`src/rtl/peri_pkg.sv`:
```
// Shared types and constants for the peri_bank peripheral slave.
// FSM state encoding, default read-data patterns and TX status bit layout.
package peri_pkg;

    typedef enum logic [1:0] {
        IDLE = 2'd0,
        WAIT = 2'd1,
        ACK  = 2'd2,
        HOLD = 2'd3
    } state_t;

    localparam logic [31:0] UNMAP_RDAT_DEF = 32'h12345678;
    localparam logic [31:0] IDLE_RDAT_DEF  = 32'h7fffffff;

    localparam int TX_EMPTY_BIT = 0;
    localparam int TX_FULL_BIT  = 1;
    localparam int TX_CNT_LSB   = 2;
    localparam int TX_CNT_W     = 6;

    function automatic logic [31:0] tx_status(input logic [TX_CNT_W-1:0] cnt,
                                              input logic full,
                                              input logic empty);
        logic [31:0] s;
        s = '0;
        s[TX_CNT_LSB +: TX_CNT_W] = cnt;
        s[TX_FULL_BIT]            = full;
        s[TX_EMPTY_BIT]           = empty;
        return s;
    endfunction

endpackage

```
`src/rtl/peri_bank_if.sv`:
```
// Bus and TX stream signals between the core-side master and peri_bank.
// Latency/backpressure are defined by peri_bank; this is wiring only.
interface peri_bank_if;
    logic        regw;
    logic        regr;
    logic [31:0] adr;
    logic [31:0] wdata;
    logic        ack;
    logic [31:0] rdat;
    logic        err;
    logic        tx_valid;
    logic [7:0]  tx_data;
    logic        tx_ready;

    modport slave (
        input  regw, regr, adr, wdata, tx_ready,
        output ack, rdat, err, tx_valid, tx_data
    );

    modport master (
        output regw, regr, adr, wdata, tx_ready,
        input  ack, rdat, err, tx_valid, tx_data
    );
endinterface

```
`src/rtl/peri_fifo.sv`:
```
// Synchronous FIFO with occupancy count and a head that holds its last value when empty.
// Latency: push visible at head one cycle later. Backpressure: push ignored when full unless popping.
module peri_fifo #(
    parameter int WIDTH = 8,
    parameter int DEPTH = 8
) (
    input  logic                       clk,
    input  logic                       rstz,
    input  logic                       push,
    input  logic [WIDTH-1:0]           push_dat,
    input  logic                       pop,
    output logic                       full,
    output logic                       empty,
    output logic [$clog2(DEPTH):0]     count,
    output logic [WIDTH-1:0]           head
);
    localparam int AW = $clog2(DEPTH);
    localparam int CW = AW + 1;

    logic [WIDTH-1:0] mem [DEPTH];
    logic [AW-1:0]    wr_ptr;
    logic [AW-1:0]    rd_ptr;
    logic [CW-1:0]    cnt;
    logic [WIDTH-1:0] last_q;
    logic             push_ok;
    logic             pop_ok;

    assign full    = (cnt == CW'(DEPTH));
    assign empty   = (cnt == '0);
    assign pop_ok  = pop && !empty;
    assign push_ok = push && (!full || pop_ok);
    assign count   = cnt;
    assign head    = empty ? last_q : mem[rd_ptr];

    always_ff @(posedge clk) begin
        if (push_ok) mem[wr_ptr] <= push_dat;
    end

    always_ff @(posedge clk or negedge rstz) begin
        if (!rstz) begin
            wr_ptr <= '0;
            rd_ptr <= '0;
            cnt    <= '0;
            last_q <= '0;
        end else begin
            if (push_ok) wr_ptr <= wr_ptr + 1'b1;
            if (pop_ok) begin
                rd_ptr <= rd_ptr + 1'b1;
                last_q <= mem[rd_ptr];
            end
            case ({push_ok, pop_ok})
                2'b10:   cnt <= cnt + 1'b1;
                2'b01:   cnt <= cnt - 1'b1;
                default: cnt <= cnt;
            endcase
        end
    end
endmodule

```
`src/rtl/peri_bank.sv`:
```
// Peripheral slave: register bank plus TX UART FIFO window; optional decode error via PERI_ERR_EN.
// Latency: ack LAT+1 cycles after a strobe is seen in IDLE. Backpressure: TX write to a full FIFO waits.
module peri_bank
    import peri_pkg::*;
#(
    parameter int          LAT        = 2,
    parameter int          DEPTH      = 16,
    parameter logic [31:0] BASE_ADDR  = 32'h00012000,
    parameter logic [31:0] TX_ADDR    = 32'h00013000,
    parameter int          TXF_DEPTH  = 8,
    parameter logic [31:0] UNMAP_RDAT = UNMAP_RDAT_DEF,
    parameter logic [31:0] IDLE_RDAT  = IDLE_RDAT_DEF
) (
    input  logic         clk,
    input  logic         rstz,
    peri_bank_if.slave   bus
);
    localparam int IW = $clog2(DEPTH);

    state_t      state_q, state_d;
    logic [3:0]  cnt_q, cnt_d;
    logic        cap;
    logic [29:0] adr_q;
    logic [31:0] wdata_q;
    logic        wr_q;
    logic        any_req;

    logic [29:0]   woff;
    logic [IW-1:0] idx;
    logic          bank_hit;
    logic          tx_hit;
    logic          unmapped;
    logic [31:0]   bank [DEPTH];
    logic [31:0]   rd_val;

    logic                     txf_push;
    logic                     txf_pop;
    logic                     txf_full;
    logic                     txf_empty;
    logic [$clog2(TXF_DEPTH):0] txf_count;

    assign any_req  = bus.regw || bus.regr;
    assign woff     = adr_q - BASE_ADDR[31:2];
    assign idx      = woff[IW-1:0];
    assign bank_hit = (adr_q >= BASE_ADDR[31:2]) && (woff < 30'(DEPTH));
    assign tx_hit   = !bank_hit && (adr_q == TX_ADDR[31:2]);
    assign unmapped = !bank_hit && !tx_hit;

    always_ff @(posedge clk or negedge rstz) begin
        if (!rstz) begin
            state_q <= IDLE;
            cnt_q   <= '0;
            adr_q   <= '0;
            wdata_q <= '0;
            wr_q    <= 1'b0;
        end else begin
            state_q <= state_d;
            cnt_q   <= cnt_d;
            if (cap) begin
                adr_q   <= bus.adr[31:2];
                wdata_q <= bus.wdata;
                wr_q    <= bus.regw;
            end
        end
    end

    always_comb begin
        state_d = state_q;
        cnt_d   = cnt_q;
        cap     = 1'b0;
        case (state_q)
            IDLE: if (any_req) begin
                cap     = 1'b1;
                cnt_d   = 4'(LAT - 1);
                state_d = WAIT;
            end
            WAIT: begin
                // Abort takes priority so a dropped request never commits.
                if (!any_req)               state_d = IDLE;
                else if (cnt_q != '0)       cnt_d   = cnt_q - 1'b1;
                else if (!(wr_q && tx_hit && txf_full)) state_d = ACK;
            end
            ACK:  state_d = HOLD;
            HOLD: if (!any_req) state_d = IDLE;
            default: state_d = IDLE;
        endcase
    end

    always_ff @(posedge clk or negedge rstz) begin
        if (!rstz) begin
            for (int i = 0; i < DEPTH; i++) bank[i] <= '0;
        end else if (state_q == ACK && wr_q && bank_hit) begin
            bank[idx] <= wdata_q;
        end
    end

    assign txf_push = (state_q == ACK) && wr_q && tx_hit;
    assign txf_pop  = bus.tx_valid && bus.tx_ready;

    peri_fifo #(.WIDTH(8), .DEPTH(TXF_DEPTH)) u_txf (
        .clk      (clk),
        .rstz     (rstz),
        .push     (txf_push),
        .push_dat (wdata_q[7:0]),
        .pop      (txf_pop),
        .full     (txf_full),
        .empty    (txf_empty),
        .count    (txf_count),
        .head     (bus.tx_data)
    );

    assign bus.tx_valid = !txf_empty;

    always_comb begin
        rd_val = UNMAP_RDAT;
        if (bank_hit)    rd_val = bank[idx];
        else if (tx_hit) rd_val = tx_status(TX_CNT_W'(txf_count), txf_full, txf_empty);
    end

    assign bus.ack  = (state_q == ACK);
    assign bus.rdat = (bus.ack && !wr_q) ? rd_val : IDLE_RDAT;

`ifdef PERI_ERR_EN
    assign bus.err = bus.ack && unmapped;
`else
    assign bus.err = 1'b0;
`endif
endmodule

```
`src/flat_wrapper.sv`:
```
// flat-port wrapper written by rule: the top's interface ports become plain ports
module peri_bank_flat import peri_pkg::*;
#(
    parameter int          LAT        = 2,
    parameter int          DEPTH      = 16,
    parameter logic [31:0] BASE_ADDR  = 32'h00012000,
    parameter logic [31:0] TX_ADDR    = 32'h00013000,
    parameter int          TXF_DEPTH  = 8,
    parameter logic [31:0] UNMAP_RDAT = UNMAP_RDAT_DEF,
    parameter logic [31:0] IDLE_RDAT  = IDLE_RDAT_DEF
)
  (clk, rstz, bus_regw, bus_regr, bus_adr, bus_wdata, bus_tx_ready, bus_ack, bus_rdat, bus_err, bus_tx_valid, bus_tx_data);
  peri_bank_if bus_i ();
  input  logic clk;
  input  logic rstz;
  input wire logic [$bits(bus_i.regw)-1:0] bus_regw;
  input wire logic [$bits(bus_i.regr)-1:0] bus_regr;
  input wire logic [$bits(bus_i.adr)-1:0] bus_adr;
  input wire logic [$bits(bus_i.wdata)-1:0] bus_wdata;
  input wire logic [$bits(bus_i.tx_ready)-1:0] bus_tx_ready;
  output wire logic [$bits(bus_i.ack)-1:0] bus_ack;
  output wire logic [$bits(bus_i.rdat)-1:0] bus_rdat;
  output wire logic [$bits(bus_i.err)-1:0] bus_err;
  output wire logic [$bits(bus_i.tx_valid)-1:0] bus_tx_valid;
  output wire logic [$bits(bus_i.tx_data)-1:0] bus_tx_data;
  assign bus_i.regw = bus_regw;
  assign bus_i.regr = bus_regr;
  assign bus_i.adr = bus_adr;
  assign bus_i.wdata = bus_wdata;
  assign bus_i.tx_ready = bus_tx_ready;
  assign bus_ack = bus_i.ack;
  assign bus_rdat = bus_i.rdat;
  assign bus_err = bus_i.err;
  assign bus_tx_valid = bus_i.tx_valid;
  assign bus_tx_data = bus_i.tx_data;
  peri_bank #(.LAT(LAT), .DEPTH(DEPTH), .BASE_ADDR(BASE_ADDR), .TX_ADDR(TX_ADDR), .TXF_DEPTH(TXF_DEPTH), .UNMAP_RDAT(UNMAP_RDAT), .IDLE_RDAT(IDLE_RDAT)) u_core (.clk(clk), .rstz(rstz), .bus(bus_i));
endmodule
```
`config.mk`:
```
export PLATFORM = sky130hd
export DESIGN_NAME = peri_bank_flat
export DESIGN_NICKNAME = d
export VERILOG_FILES = /design/src/rtl/peri_pkg.sv /design/src/rtl/peri_bank_if.sv /design/src/rtl/peri_fifo.sv /design/src/rtl/peri_bank.sv /design/src/flat_wrapper.sv
export SDC_FILE = /design/constraint.sdc
export NUM_CORES = 1
export LEC_CHECK = 0
export CAP_MARGIN = 20
export CORE_MARGIN = 1.5
export CORE_UTILIZATION = 60
export DETAILED_ROUTE_END_ITERATION = 12
export DONT_BUFFER_PORTS = 1
export GPL_TIMING_DRIVEN = 0
export PLACE_DENSITY = 0.75
export SYNTH_ARGS = -nofsm -noshare
export SYNTH_HDL_FRONTEND = slang
export SYNTH_SLANG_ARGS = --single-unit
```
`constraint.sdc`:
```
create_clock -name clk -period 5.2 [get_ports clk]
set_clock_uncertainty 0.2 [all_clocks]
set_input_delay 1.04 -clock clk [delete_from_list [all_inputs] [get_ports clk]]
set_output_delay 1.04 -clock clk [all_outputs]
set_load 0.01 [all_outputs]
```
After elaboration in Yosys (flattened, before gate mapping):

Memories as Yosys holds them, arrays and structs flattened.
Index checks and enable logic that the tools add are counted.

* add/sub/neg operators: 6
* eq/ne operators: 13
* reductions and logical operators: 25
* bitwise logic cells: 1
* magnitude comparators: 4
* multiplexer cells: 25

Operators by type and width (count)
* $bwmux 512: 1
* $mux 32: 5
* $bmux 32 s4: 1
* $demux 32 s4: 1
* $eq 30x15->1 const B: 1
* $ge 30x15->1 const B: 1
* $lt 30x5->1 const B: 1
* $sub 30x15->30 const B: 1
* $mux 29: 1
* $pmux 4 s2: 2
* $logic_and 1x1->1: 12
* $mux 4: 3
* $mux 2: 5
* $mux 8: 1
* $pmux 2 s4: 1
* $reduce_and 4->1: 2
* $sub 4x1->4 const B: 2
* $add 3x1->3 const B: 2
* $eq 2x2->1 const B: 3
* $ne 2x1->1 const B: 3
* $ne 3x3->1 const B: 2
* $ge 5x5->1 const B: 1
* $lt 5x1->1 const B: 1
* $not 4->5: 1
* 11 further kinds: 20

* register bits after elaboration: 599
* bits of input ports: 69
* output and inout port bits: 43
* memory bits (writable): 64
* word-level logic and storage cells: 100
* memories: 1

Memories
* u_core.u_txf.mem: words 8, bits a word 8, read ports 1, clocked after memory_dff 0, write ports 1, RTL line peri_fifo.sv:20 `logic [WIDTH-1:0] mem [DEPTH];`

Longest topological paths before layout:

* word-level depth: 11
* mapped depth: 11
* mapped depth without buffers: 10

By module:

Synthesis repeated with hierarchy kept, for this count alone.

* cells, all modules: 1874
* area, all modules: 30106.4 um^2

Modules (own cells, without submodules)
* peri_bank: seq. area each 14538.9 um^2, cells each 1626, area an instance 26545.5 um^2, instances 1
* peri_fifo: seq. area each 2372.3 um^2, cells each 248, area an instance 3560.9 um^2, instances 1

Worst setup path before layout:

Ideal clock, no wire load.

* path kind: register to output
* start point: register u_core.adr_q[20]
* end point: output bus_rdat[4]
* setup slack: 1039 ps
* required time: 3960 ps
* arrival time: 2921 ps
* stages on the path, launching flop included: 9
* buffers on the path: 2
* path through: dfrtp_1 > or4_1 > or4_1 > nor4_2 > nand4_2 > buf_4 > or4_1 > buf_2 > o22a_1

* cells in the longest elaborated chain, start to end: 8
* elaborated cells on any way between the ends: 10
* classes of those cells: 1 x add/sub; 2 x order compare; 1 x eq/ne; 3 x mux; 3 x reduce/logical

Ends and longest elaborated chain
* start: declaration: RTL line peri_bank.sv:23 `logic [29:0] adr_q;`
* start signal: assignment: RTL line peri_bank.sv:60 `adr_q <= bus.adr[31:2];`
* $sub 30x15->30: RTL line peri_bank.sv:43 `assign woff = adr_q - BASE_ADDR[31:2];`
* $lt 30x5->1: RTL line peri_bank.sv:45 `assign bank_hit = (adr_q >= BASE_ADDR[31:2]) && (woff < 30'(DEPTH));`
* $logic_and 1x1->1: RTL line peri_bank.sv:45
* $logic_not 1->1: RTL line peri_bank.sv:46 `assign tx_hit = !bank_hit && (adr_q == TX_ADDR[31:2]);`
* $logic_and 1x1->1: RTL line peri_bank.sv:46
* $mux 29: RTL line peri_bank.sv:117 `else if (tx_hit) rd_val = tx_status(TX_CNT_W'(txf_count), txf_full, txf_empty);`
* $mux 32 *: RTL line peri_bank.sv:116 `if (bank_hit) rd_val = bank[idx];`
* $mux 32 *: RTL line peri_bank.sv:121 `assign bus.rdat = (bus.ack && !wr_q) ? rd_val : IDLE_RDAT;`
* end: declaration: RTL line flat_wrapper.sv:22 `output wire logic [$bits(bus_i.rdat)-1:0] bus_rdat;`

Mark *: on every way between the ends. The rest lies on a longest branch, timed or not.

Worst setup path in the final report:

* start point: register u_core.adr_q[12]
* end point: output bus_rdat[25]

The elaborated chain is that of the path after synthesis.

==> run_summary.xml <==
<?xml version="1.0" encoding="UTF-8"?>
<metrics>
  <group name="status">
    <metric name="run_status" unit="">finished with violations</metric>
    <metric name="violations" unit="">hold timing, slew limit</metric>
  </group>
  <group name="synthesis">
    <metric name="synth_ff_type" unit="">sky130_fd_sc_hd__dfrtp_1</metric>
    <metric name="synthCells" unit="">1835</metric>
    <metric name="synth.lib_cells_used.distinct" unit="">56</metric>
    <metric name="synth-warning-count" unit="">0</metric>
    <metric name="mappedNetlistArea" unit="um2">29900</metric>
    <metric name="avgSynthCellArea" unit="um2">16.3</metric>
    <metric name="count_of_flip_flops_with_a_built_in_enable_after_synthesis" unit="">64</metric>
    <metric name="yosys-top-cells-area" unit="">sky130_fd_sc_hd__dfrtp_1, sky130_fd_sc_hd__mux2_2, sky130_fd_sc_hd__mux4_2, sky130_fd_sc_hd__edfxtp_1, sky130_fd_sc_hd__mux2_1</metric>
    <metric name="synth_seq_area_share" unit="">0.565</metric>
    <metric name="ys_seq_elements" unit="">663</metric>
    <metric name="asyncSetResetFlopFracSynth" unit="">0.903</metric>
    <metric name="synth_top_area_frac" unit="">0.501</metric>
    <metric name="number_of_nets_produced_by_synthesis" unit="">1912</metric>
    <metric name="synth_top_cell_by_area" unit="">sky130_fd_sc_hd__dfrtp_1</metric>
  </group>
  <group name="power_and_ir_drop">
    <metric name="clockPowerShare" unit="">0.333</metric>
    <metric name="powerDensity" unit="nW/um2">447</metric>
    <metric name="post-layout-total-power" unit="mW">14.9</metric>
    <metric name="power.net_switching" unit="mW">4.85</metric>
    <metric name="int_pwr" unit="mW">10.1</metric>
    <metric name="total_leakage_power" unit="nW">15.4</metric>
    <metric name="power_frac_seq" unit="">0.416</metric>
    <metric name="part_of_the_power_in_combinational_logic" unit="">0.250</metric>
    <metric name="switching_share" unit="">0.325</metric>
    <metric name="max-vdd-ir-drop" unit="V">0.000232</metric>
  </group>
  <group name="routing">
    <metric name="wl" unit="um">75800</metric>
    <metric name="met2WireLength" unit="um">37800</metric>
    <metric name="ant_nets" unit="">0</metric>
    <metric name="route.detailed.wl_per_inst" unit="um">28.6</metric>
    <metric name="wl_met3" unit="um">4990</metric>
    <metric name="initial_detailed_routing_violation_count" unit="">1447</metric>
    <metric name="detail_route.vias_per_cell" unit="">6.47</metric>
    <metric name="num_vias" unit="">17100</metric>
    <metric name="route.detailed.drc" unit="">0</metric>
    <metric name="drt_pre_antenna_iters" unit="">5</metric>
    <metric name="top_layer_used" unit="">met5</metric>
    <metric name="met1Wirelength" unit="um">30100</metric>
  </group>
  <group name="floorplanning">
    <metric name="num_io_pins" unit="">112</metric>
    <metric name="placementRows" unit="">81</metric>
    <metric name="core-area" unit="um2">49100</metric>
    <metric name="die_width" unit="um">226</metric>
    <metric name="start_util" unit="">0.610</metric>
    <metric name="dieHeight" unit="um">226</metric>
    <metric name="design.die.area" unit="um2">51200</metric>
  </group>
  <group name="grt">
    <metric name="grt_pass1_wl" unit="um">115000</metric>
    <metric name="grt_pass1_vias" unit="">17900</metric>
    <metric name="antenna_found_initial" unit="">5</metric>
    <metric name="grtUsageTotal" unit="">0.310</metric>
    <metric name="leftover_overflow_at_the_end_of_global_routing" unit="">0</metric>
    <metric name="grt_max_degree" unit="">600</metric>
  </group>
  <group name="clocking">
    <metric name="h-tree-depth" unit="">3</metric>
    <metric name="insertion_delay" unit="ns">0.60</metric>
    <metric name="cts_root_buffer" unit="">sky130_fd_sc_hd__clkbuf_16</metric>
    <metric name="cts.sinks" unit="">663</metric>
    <metric name="clock_path_buffers" unit="">3</metric>
    <metric name="tritoncts" unit="">done</metric>
    <metric name="cts_buffers" unit="">70</metric>
    <metric name="cts.reportedPaths.clkPinSlew" unit="ns">0.06</metric>
  </group>
  <group name="timing">
    <metric name="hold_violations" unit="">9</metric>
    <metric name="rel_slew_slack" unit="">-0.424</metric>
    <metric name="rsz0062_at_grt" unit="">no</metric>
    <metric name="final-max-slew-violation-count" unit="">508</metric>
    <metric name="finalSetupTns" unit="ns">0</metric>
    <metric name="finalWorstPathRequiredPeriod" unit="ns">5.06</metric>
    <metric name="final_critical_path_setup_slack" unit="ns">0.141</metric>
    <metric name="finalSetupViolations" unit="">0</metric>
    <metric name="hold_ws" unit="ns">-0.0500</metric>
    <metric name="min_period_over_period" unit="">0.973</metric>
    <metric name="tightest_slew" unit="ns">2.14</metric>
    <metric name="maxClockFrequency" unit="GHz">0.198</metric>
  </group>
  <group name="placed_design">
    <metric name="dp_slack" unit="ns">0.471</metric>
    <metric name="place.gp.congestion" unit="">0.835</metric>
    <metric name="dp_hpwl" unit="um">48700</metric>
    <metric name="numPortBuffers" unit="">0</metric>
  </group>
  <group name="critical_path">
    <metric name="worstSetupStartpointType" unit="">register</metric>
    <metric name="worstPathMaxFanout" unit="">10</metric>
    <metric name="critical_path.top_delay_family" unit="">simple AND/OR/NAND/NOR gates</metric>
    <metric name="crit_required" unit="ns">3.96</metric>
    <metric name="slowest_stage" unit="">sky130_fd_sc_hd__or3b_2</metric>
    <metric name="cp_slowest_stage_delay" unit="ns">0.46</metric>
    <metric name="worst_setup_path_end_kind" unit="">output pin</metric>
    <metric name="cp.buffers_inverters" unit="">4</metric>
    <metric name="cp_data_arrival_time" unit="ns">3.82</metric>
    <metric name="crit_chain" unit="">inv_1 -&gt; ha_1 -&gt; nand2b_1 -&gt; a2111oi_2 -&gt; a211oi_1 -&gt; or3b_2 -&gt; buf_2 -&gt; buf_6 -&gt; or4_1 -&gt; buf_4 -&gt; o21a_1</metric>
    <metric name="critical_path_class" unit="">register to output pin</metric>
  </group>
  <group name="cells_and_area">
    <metric name="synthesis_to_finish_area_growth" unit="%">11.6</metric>
    <metric name="drive_above_1_share" unit="">0.454</metric>
    <metric name="finalCoreUtilization" unit="">0.681</metric>
    <metric name="final_net_count" unit="">2002</metric>
  </group>
  <group name="run">
    <metric name="cap_violations" unit="">0</metric>
  </group>
  <group name="min_path">
    <metric name="hold_path_class" unit="">primary input to async pin</metric>
  </group>
</metrics>
-- sequential cells by signal (all words and copies together), names as in the netlist, 4 cells and up, named ones only --
name / count
u_core.adr_q: 30
u_core.bank: 512
u_core.cnt_q: 4
u_core.u_txf.count: 4
u_core.u_txf.last_q: 8
u_core.u_txf.mem: 64
u_core.wdata_q: 32
-- area by class of cell --
type                            count  area (um2)
Clock buffer                      110        2110
Sequential cell                   663       16900
Clock inverter                     14         174
Buffer                            145         696
Fill cell                        3306       15700
Tap cell                          664         831
Inverter                           12        45.0
Antenna cell                        5        12.5
Multi-Input combinational cell   1013       12300
Timing Repair Buffer               20         298
-- power by group through the flow --
stage / combinational [mW] / clock, mW / sequential (mW)
finish: 3.73 / 4.97 / 6.21
global route: 3.96 / 5.27 / 6.26
CTS: 3.69 / 5.03 / 6.18
detailed placement: 3.66 / 0 / 6.27
global placement: 3.39 / 0 / 6.24
floorplan: 2.38 / 0 / 6.05
-- worst paths after layout --
path	from	end	slack, ns	cells past startpoint
setup reg to reg	u_core.adr_q[22]	u_core.u_txf.mem[3][7]	0.87	6
min in group clk	u_core.bank[424]	u_core.bank[424]	0.28	1
hold / removal	rstz	u_core.wdata_q[10]	-0.05	0
max in group asynchronous	rstz	u_core.bank[343]	3.16	0
hold reg to reg	u_core.bank[424]	u_core.bank[424]	0.28	1
setup / recovery	u_core.adr_q[12]	bus_rdat[25]	0.14	11
-- cells by family after synthesis --
kind of cell	share of synthesized area
compound gates	0.0189
xor+xnor	0.00234
fa+ha+maj	0.00360
buf+inv	0.0244
flops	0.565
mux	0.352
other cells	0.000125
simple gates	0.0329
-- cells in the final DEF, fill, tap and decap left out, drive strengths merged, types with 5 or more instances in the layout --
cell type,n
nand2,42
nand3,5
clkbuf,154
dfrtp,599
xnor2,6
nor2,29
mux4,176
nor3b,5
clkinv,8
mux2i,10
nand2b,7
o21ai,21
diode,5
a21oi,9
nor4,23
mux2,575
a21o,20
ha,7
or3,8
o21a,11
or4,10
buf,121
nor3,8
edfxtp,64
inv,12
-- synthesized netlist by cell type, types with 20 or more instances --
library cell                 n
sky130_fd_sc_hd__a21o_1     20
sky130_fd_sc_hd__buf_1      50
sky130_fd_sc_hd__buf_2      29
sky130_fd_sc_hd__buf_4      26
sky130_fd_sc_hd__clkbuf_1   42
sky130_fd_sc_hd__dfrtp_1   599
sky130_fd_sc_hd__edfxtp_1   64
sky130_fd_sc_hd__mux2_1     59
sky130_fd_sc_hd__mux2_2    516
sky130_fd_sc_hd__mux4_2    176
sky130_fd_sc_hd__nand2_1    42
sky130_fd_sc_hd__nor2_1     29
sky130_fd_sc_hd__o21ai_0    21
-- routing by layer --
| layer | vias to the layer above | global-route usage |
|---|---|---|
| li1 | 7097 | - |
| met1 | 9297 | 0.411 |
| met2 | 573 | 0.506 |
| met3 | 160 | 0.0623 |
| met4 | 4 | 0.127 |
| met5 | - | 0 |
-- stage by stage --
| stage | area (um2) | cells |
|---|---|---|
| after CTS | 33300 | 2638 |
| final | 33400 | 2646 |
| after global placement | 30700 | 2499 |
| after detailed placement | 31000 | 2516 |
| after global routing | 33400 | 2643 |
| after floorplan | 29900 | 1835 |
-- what timing repair did --
item / in CTS / in global routing
setup buffers: 0 / 0
endpoints found under the hold margin: 362 / 240
resized for setup: 6 / 10
endpoints found under the setup margin: 20 / 16
No activity file was read; power rests on OpenSTA's default activity.
